--- src/rtl/apb_pkg.sv ---
// Shared APB definitions: phase encoding common to requester and completer,
// plus default bus widths.
package apb_pkg;

   localparam int ADDR_W_DEF = 5;
   localparam int DATA_W_DEF = 32;
   localparam int TIMER_W    = 8;

   typedef enum logic [1:0] {
      IDLE   = 2'b00,
      SETUP  = 2'b01,
      ACCESS = 2'b10
   } apb_state_t;

endpackage

--- src/rtl/apb_wait_timer.sv ---
// Wait-state counter for the APB access phase; flags the cycle in which the
// number of consecutive not-ready cycles reaches TIMEOUT.
module apb_wait_timer
   import apb_pkg::*;
#(
   parameter int TIMEOUT = 16
) (
   input  logic Pclk,
   input  logic Prst,
   input  logic clear,
   input  logic enable,
   output logic expired
);

   localparam logic [TIMER_W-1:0] LIMIT = TIMER_W'(TIMEOUT);

   logic [TIMER_W-1:0] count_reg;
   logic [TIMER_W-1:0] count_inc;

   assign count_inc = count_reg + 1'b1;

   always_ff @(posedge Pclk or negedge Prst) begin
      if (!Prst) begin
         count_reg <= '0;
      end else if (clear) begin
         count_reg <= '0;
      end else if (enable) begin
         count_reg <= count_inc;
      end
   end

   // Counts the current waiting cycle, so the abort decision lands in the
   // TIMEOUT-th not-ready cycle rather than one cycle later.
   assign expired = enable && (count_inc == LIMIT);

endmodule

--- src/rtl/apb_master_bridge.sv ---
// APB requester: single read/write commands in, APB setup/access phases out,
// one response per command with read data and an error flag.
module apb_master_bridge
   import apb_pkg::*;
#(
   parameter int ADDR_W  = ADDR_W_DEF,
   parameter int DATA_W  = DATA_W_DEF,
   parameter int TIMEOUT = 16
) (
   input  logic              Pclk,
   input  logic              Prst,
   input  logic              cmd_valid,
   output logic              cmd_ready,
   input  logic              cmd_write,
   input  logic [ADDR_W-1:0] cmd_addr,
   input  logic [DATA_W-1:0] cmd_wdata,
   output logic              rsp_valid,
   output logic [DATA_W-1:0] rsp_rdata,
   output logic              rsp_err,
   output logic [ADDR_W-1:0] Paddr,
   output logic              Pwrite,
   output logic [DATA_W-1:0] Pwdata,
   output logic              Pselx,
   output logic              Penable,
   input  logic              Pready,
   input  logic              Pslverr,
   input  logic [DATA_W-1:0] Prdata
);

   apb_state_t        state_reg, state_next;
   logic [ADDR_W-1:0] paddr_reg;
   logic              pwrite_reg;
   logic [DATA_W-1:0] pwdata_reg;
   logic              rsp_valid_reg;
   logic              rsp_err_reg;
   logic [DATA_W-1:0] rsp_rdata_reg;

   logic accept;
   logic complete;
   logic abort;
   logic waiting;
   logic expired;

   apb_wait_timer #(
      .TIMEOUT (TIMEOUT)
   ) u_timer (
      .Pclk    (Pclk),
      .Prst    (Prst),
      .clear   (accept),
      .enable  (waiting),
      .expired (expired)
   );

   always_ff @(posedge Pclk or negedge Prst) begin
      if (!Prst) begin
         state_reg <= IDLE;
      end else begin
         state_reg <= state_next;
      end
   end

   always_comb begin
      state_next = state_reg;
      cmd_ready  = 1'b0;
      Pselx      = 1'b0;
      Penable    = 1'b0;
      complete   = 1'b0;
      abort      = 1'b0;
      waiting    = 1'b0;
      case (state_reg)
         IDLE: begin
            cmd_ready = 1'b1;
            if (cmd_valid) begin
               state_next = SETUP;
            end
         end
         SETUP: begin
            Pselx      = 1'b1;
            state_next = ACCESS;
         end
         ACCESS: begin
            Pselx   = 1'b1;
            Penable = 1'b1;
            if (Pready) begin
               cmd_ready  = 1'b1;
               complete   = 1'b1;
               state_next = cmd_valid ? SETUP : IDLE;
            end else begin
               waiting = 1'b1;
               if (expired) begin
                  abort      = 1'b1;
                  state_next = IDLE;
               end
            end
         end
         default: begin
            state_next = IDLE;
         end
      endcase
      accept = cmd_valid && cmd_ready;
   end

   always_ff @(posedge Pclk or negedge Prst) begin
      if (!Prst) begin
         paddr_reg     <= '0;
         pwrite_reg    <= 1'b0;
         pwdata_reg    <= '0;
         rsp_valid_reg <= 1'b0;
         rsp_err_reg   <= 1'b0;
         rsp_rdata_reg <= '0;
      end else begin
         if (accept) begin
            paddr_reg  <= cmd_addr;
            pwrite_reg <= cmd_write;
            pwdata_reg <= cmd_wdata;
         end
         rsp_valid_reg <= complete || abort;
         if (complete) begin
            rsp_err_reg   <= Pslverr;
            rsp_rdata_reg <= (!pwrite_reg && !Pslverr) ? Prdata : '0;
         end else if (abort) begin
            rsp_err_reg   <= 1'b1;
            rsp_rdata_reg <= '0;
         end
      end
   end

   assign Paddr     = paddr_reg;
   assign Pwrite    = pwrite_reg;
   assign Pwdata    = pwdata_reg;
   assign rsp_valid = rsp_valid_reg;
   assign rsp_err   = rsp_err_reg;
   assign rsp_rdata = rsp_rdata_reg;

endmodule
--- config.mk ---
export PLATFORM = sky130hd
export DESIGN_NAME = apb_master_bridge
export DESIGN_NICKNAME = d
export VERILOG_FILES = /design/src/rtl/apb_pkg.sv /design/src/rtl/apb_wait_timer.sv /design/src/rtl/apb_master_bridge.sv
export SDC_FILE = /design/constraint.sdc
export NUM_CORES = 1
export LEC_CHECK = 0
export ABC_AREA = 1
export CORE_MARGIN = 8
export CORE_UTILIZATION = 45
export DETAILED_ROUTE_END_ITERATION = 6
export PLACE_DENSITY_LB_ADDON = 0.2
export SYNTH_ARGS = -nofsm -noshare
export SYNTH_HDL_FRONTEND = slang
export SYNTH_SLANG_ARGS = --single-unit
export TNS_END_PERCENT = 30
--- constraint.sdc ---
create_clock -name Pclk -period 3.48 [get_ports Pclk]
set_input_delay 0.522 -clock Pclk [delete_from_list [all_inputs] [get_ports Pclk]]
set_output_delay 0.522 -clock Pclk [all_outputs]
set_load 0.1 [all_outputs]
==> results by group <==
Cells and area
  • Commonest non-fill, non-tap cells in the layout: nand2_1 (209), clkdlybuf4s50_1 (145), dfrtp_1 (82)
  • Reg area: 0.00205 mm^2
  • Fillers: 620
  • Multi-input gate area in the final layout: 0.00139 mm^2
  • Area Growth Syn to Fin: 48.2%
  • Layout cells sized above 1: 11.7%
  • # diodes: 0
  • Post-layout nets: 624
  • Commonest non-fill, non-tap cell in the layout: nand2_1

Die
  • Die Ht: 106 um
  • Core area: 0.00777 mm^2
  • Die Area: 0.0111 mm^2
  • Starting Density: 46.4%
  • Row cnt: 32
  • Ports: 150
  • Die W: 106 um

Global routing
  • Pin count of the biggest net entering global routing: 83
  • GRT Overall Usage: 17.8%
  • Vias in the first global route: 3267
  • Initial antenna violation count: 0
  • Grt ovf: 0
  • First-pass GRT wire length: 16100 um

Timing
  • RSZ-0062 raised after global routing: false
  • Final setup fails: 0
  • Post-layout minimum cycle time: 2430 ps
  • Final Slew Violations: 0
  • Worst-margin pin slew: 1020 ps
  • Total negative slack: 0 ps
  • Clk_skew: 9.34 ps
  • Fin crit share: 69.8%
  • Fmax: 412 MHz
  • Hold Vio Cnt, Final: 0
  • Worst slew margin: 32.0%

Worst setup path
  • Critical path peak fanout: 3
  • CP max-delay cell: clkdlybuf4s50_1
  • Buf+Inv Stages, Crit Path: 1
  • CP top delay family: buffers and inverters
  • Crit start category: flip-flop
  • Worst path cell trace: clkdlybuf4s50_1
  • Setup CP Type: flip-flop to output pin
  • Slowest stage delay, CP: 1170 ps
  • CP Data Required Time: 2960 ps
  • CP arrival: 1910 ps
  • CP Capture Type: output pin

Placement
  • Hpwl dp: 7180 um
  • Gp weighted congestion: 0.774
  • # port buffers: 149

Outcome
  • Status: complete, no violations

Clock network
  • Hold Buf Count CTS: 0
  • Clk buf depth: 2
  • Clock sink total: 82
  • Clock buffer count from CTS: 9
  • Worst skew pair latency: 350 ps
  • Reg clk slew, reported paths: 80 ps
  • Max H-tree Level: 3
  • CTS tree: done
  • Setup bufs post-CTS: 0
  • Clk root buf: clkbuf_8
  • Post_cts resized: 0

Run
  • Max Cap Violations: 0

Detailed routing
  • Vias per inst: 4.73
  • Vias: 3077
  • DR iter-0 viols: 133
  • WL/cell: 14.9 um
  • DRC viols: 0
  • Post-DRT Antenna Nets: 0
  • DRT Wirelength: 9700 um
  • Drt pass-1 iters: 4

Min path
  • Min-Delay Path Class: input port to async pin

Synthesis
  • Mapped Avg Cell Area: 9.11 um^2
  • Ys Warns: 0
  • Flip-flop and latch count after synthesis: 82
  • Mapped cell area: 0.00361 mm^2
  • Synth unique cells: 20
  • Register area share after synthesis: 56.9%
  • Syn Nets: 477
  • Synth Instances: 396
synthesized netlist by cell type:
cell type / n / area [um^2]
clkbuf_1: 5 / 18.8
dfrtp_1: 82 / 2050
buf_6: 6 / 67.6
buf_2: 6 / 30.0
or2_2: 2 / 12.5
nand4_4: 1 / 21.3
xor2_2: 1 / 16.3
xnor2_1: 1 / 8.76
nand4_1: 1 / 6.26
nand2_1: 209 / 785
nand3_1: 14 / 70.1
o21ai_1: 2 / 10.0
nor2_2: 4 / 25.0
ha_1: 6 / 75.1
o22ai_1: 1 / 6.26
nand3_2: 30 / 300
nor2_1: 6 / 22.5
nand2_2: 1 / 6.26
o21ai_0: 5 / 25.0
inv_1: 13 / 48.8
routing by layer:
metal	share of wire [%]	global-route usage, %
met4	2.5	8.54
met5	0	0
met3	11	7.80
met2	45	27.5
met1	42	20.9
final cells by class:
class	instances	area share (%)
Clock buffer	10	2.57
Inverter	13	0.912
Tap cell	102	2.39
Sequential cell	82	38.4
Multi-Input combinational cell	284	26.0
Clock inverter	6	1.22
Timing Repair Buffer	153	28.5
stage by stage:
step	util [%]	cell area (um^2)	hold slack (ps)	cells	setup WS (ps)
2_1_floorplan	-	3610	226	396	194
3_3_place_gp	66.2	5140	461	634	1150
3_5_place_dp	66.2	5140	464	634	1120
4_1_cts	68.8	5350	384	650	1030
5_1_grt	68.8	5350	422	650	1000
6_report	68.8	5350	327	650	1050
kinds of logic (layout without fill, tap and decap cells):
group | after synthesis | after routing | synth area share, %
flops | 82 | 82 | 56.9
xor+xnor | 2 | 2 | 0.694
buf+inv | 30 | 182 | 4.58
simple gates | 268 | 268 | 34.6
fa+ha+maj | 6 | 6 | 2.08
compound gates | 8 | 8 | 1.14
final timing paths:
check / from / endpoint / slack, ps / depth (start not counted)
setup / recovery: Pwrite$_DFFE_PN0P_ / Pwrite / 1050 / 1
hold / removal: Prst / rsp_rdata[16]$_DFFE_PN0P_ / 330 / 1
setup reg to reg: u_timer.count_reg[1]$_DFFE_PN0P_ / rsp_err$_DFFE_PN0P_ / 1240 / 8
hold reg to reg: Pwdata[28]$_DFFE_PN0P_ / Pwdata[28]$_DFFE_PN0P_ / 480 / 2
max in group asynchronous: Prst / u_timer.count_reg[0]$_DFFE_PN0P_ / 2470 / 1
min in group Pclk: Pwdata[28]$_DFFE_PN0P_ / Pwdata[28]$_DFFE_PN0P_ / 480 / 2
worst reg2reg max path: stages, from the launching register on:
cell,delay (ps)
dfrtp_1,430
ha_1,240
nand3_1,130
nor2_2,150
xor2_2,240
nand4_4,600
nand2_1,270
nand2_1,70
nand2_1,50
Power is not shown: default switching activity piles up to over one toggle a cycle in this logic, so the estimate is an artifact.
==> variant: new RTL, config.mk and constraints unchanged <==
Set the package constant `TIMER_W` to 10 (it was 8).
--- a/src/rtl/apb_pkg.sv
+++ b/src/rtl/apb_pkg.sv
@@ -5,5 +5,5 @@
    localparam int ADDR_W_DEF = 5;
    localparam int DATA_W_DEF = 32;
-   localparam int TIMER_W    = 8;
+   localparam int TIMER_W    = 10;
 
    typedef enum logic [1:0] {
Formal check against the unedited RTL: no difference found for any inputs over 10 cycles, from zero or initial values and one cycle with Prst low; that may be too few to reach the edited logic, so the function may still have changed.
==> variant against the unedited design <==
- sequential cell count up 2
- setup slack worse by 40 ps
- wire length rose by 7.5%
- area after synthesis increased by 4.9%
- final area grew 4.0%
- critical path depth unchanged
Power is not shown: default switching activity piles up to over one toggle a cycle in this logic, so the estimate is an artifact.
==> variant: results (changes against the unedited design) <==
| Metric | Value |
|---|---|
| Max Buffers Root-to-Sink | `2 (unchanged)` |
| Mapped Avg Cell Area | `8.98 um^2 (was 9.11 um^2)` |
| Max incr delay on CP | `1180 ps` |
| Worst path arrival time | `1950 ps (was 1910 ps)` |
| Initial antenna violation count | `0 (unchanged)` |
| GR Util met2 | `28.9% (was 27.5%)` |
| Status | `complete, no violations (unchanged)` |
| Met3 usage | `8.74% (was 7.80%)` |
| Post-route clock skew | `14.0 ps (was 9.34 ps)` |
| Post-synth top flop | `dfrtp_1 (unchanged)` |
| Hold Crit Class | `primary input to asynchronous set/reset pin (unchanged)` |
| Register area share after synthesis | `55.6% (was 56.9%)` |
| CTS Root Cell | `clkbuf_8 (unchanged)` |
| Initial DRC count | `122 (was 133)` |
| Synth area leaders | `dfrtp_1 (56%), nand2_1 (22%), nand3_2 (8.2%) (was dfrtp_1 (57%), nand2_1 (22%), nand3_2 (8.3%))` |
| First-pass GRT wire length | `16.8 mm (was 16.1 mm)` |
| Largest net degree at the start of global routing | `85 (was 83)` |
| M1 GR Usage | `20.9% (about the same)` |
| Clock Pin Slew Worst Setup and Hold Paths | `90 ps` |
| Vias in the first global route | `3415 (was 3267)` |
| Slew @ Worst Pin | `1050 ps (was 1020 ps)` |
| Number of distinct library cells after synthesis | `22 (was 20)` |
| Placer Congestion | `0.829 (was 0.774)` |
| Ant. Diodes | `0 (unchanged)` |
| Layout cells sized above 1 | `12.4% (was 11.7%)` |
| Syn nets | `502 (was 477)` |
| CTS buffer count | `9 (unchanged)` |
| Reg2reg path depth | `12 (was 8)` |
| H-Tree Depth | `3 (unchanged)` |
| DR vias/cell | `4.81 (was 4.73)` |
| WL final | `10.4 mm (was 9.70 mm)` |
| Final HPWL DP | `7.70 mm (was 7.18 mm)` |
| Hold Buf Count CTS | `0 (unchanged)` |
| Top cells by count, synth | `nand2_1 (219), dfrtp_1 (84), nand3_2 (31) (was nand2_1 (209), dfrtp_1 (82), nand3_2 (30))` |
| Postcts setup bufs | `0 (unchanged)` |
| First-pass DRT Iterations | `4 (unchanged)` |
| Avg WL per Cell | `15.4 um (was 14.9 um)` |
| Warnings, synthesis | `0 (unchanged)` |
| Slowest CP cell | `clkdlybuf4s50_1 (unchanged)` |
| DP Cell Count | `662 (was 634)` |
| Nets | `649 (was 624)` |
| Cell family with most CP delay | `buffers and inverters (unchanged)` |
| Dpl ws | `911 ps (was 1120 ps)` |
| GR Util All Layers | `18.3% (was 17.8%)` |
## variant: path summary, 6_finish.rpt
kind,start,to,slack [ps]
worst max register to register,u_timer.count_reg[0],rsp_err,1040
worst max-delay path,Pwrite,Pwrite,1010
max in group asynchronous,Prst,rsp_rdata[20],2450
worst min register to register,Pwdata[28],Pwdata[28],490
worst min-delay path,Prst,Pwdata[12],330
min in group Pclk,Pwdata[28],Pwdata[28],490
## variant: cells by family after synthesis
group / Yosys count / share of synthesized area [%]
buffers and inverters: 35 / 4.86
AO/OA/AOI/OAI: 10 / 1.39
XOR/XNOR: 1 / 0.232
flip-flops: 84 / 55.6
adder cells (fa/ha/maj): 6 / 1.98
AND/OR/NAND/NOR: 285 / 36.0
## variant: cell type report
type / instances / area [um^2]
Fill cell: 669 / 2620
Sequential cell: 84 / 2100
Timing Repair Buffer: 153 / 1520
Multi-Input combinational cell: 302 / 1500
Clock buffer: 11 / 151
Tap cell: 105 / 131
Clock inverter: 5 / 83.8
Inverter: 18 / 67.6
## variant: metal layers
layer	part of all wire [%]	up-vias
li1	-	1598
met1	40	1530
met2	48	117
met3	11	14
met4	1.9	0
met5	0	-
## variant: per-stage QoR
stage | cell area, um^2 | hold WS, ps
floorplan | 3780 | 226
global placement | 5320 | 461
detailed placement | 5320 | 464
CTS | 5560 | 386
global route | 5560 | 437
finish | 5560 | 327
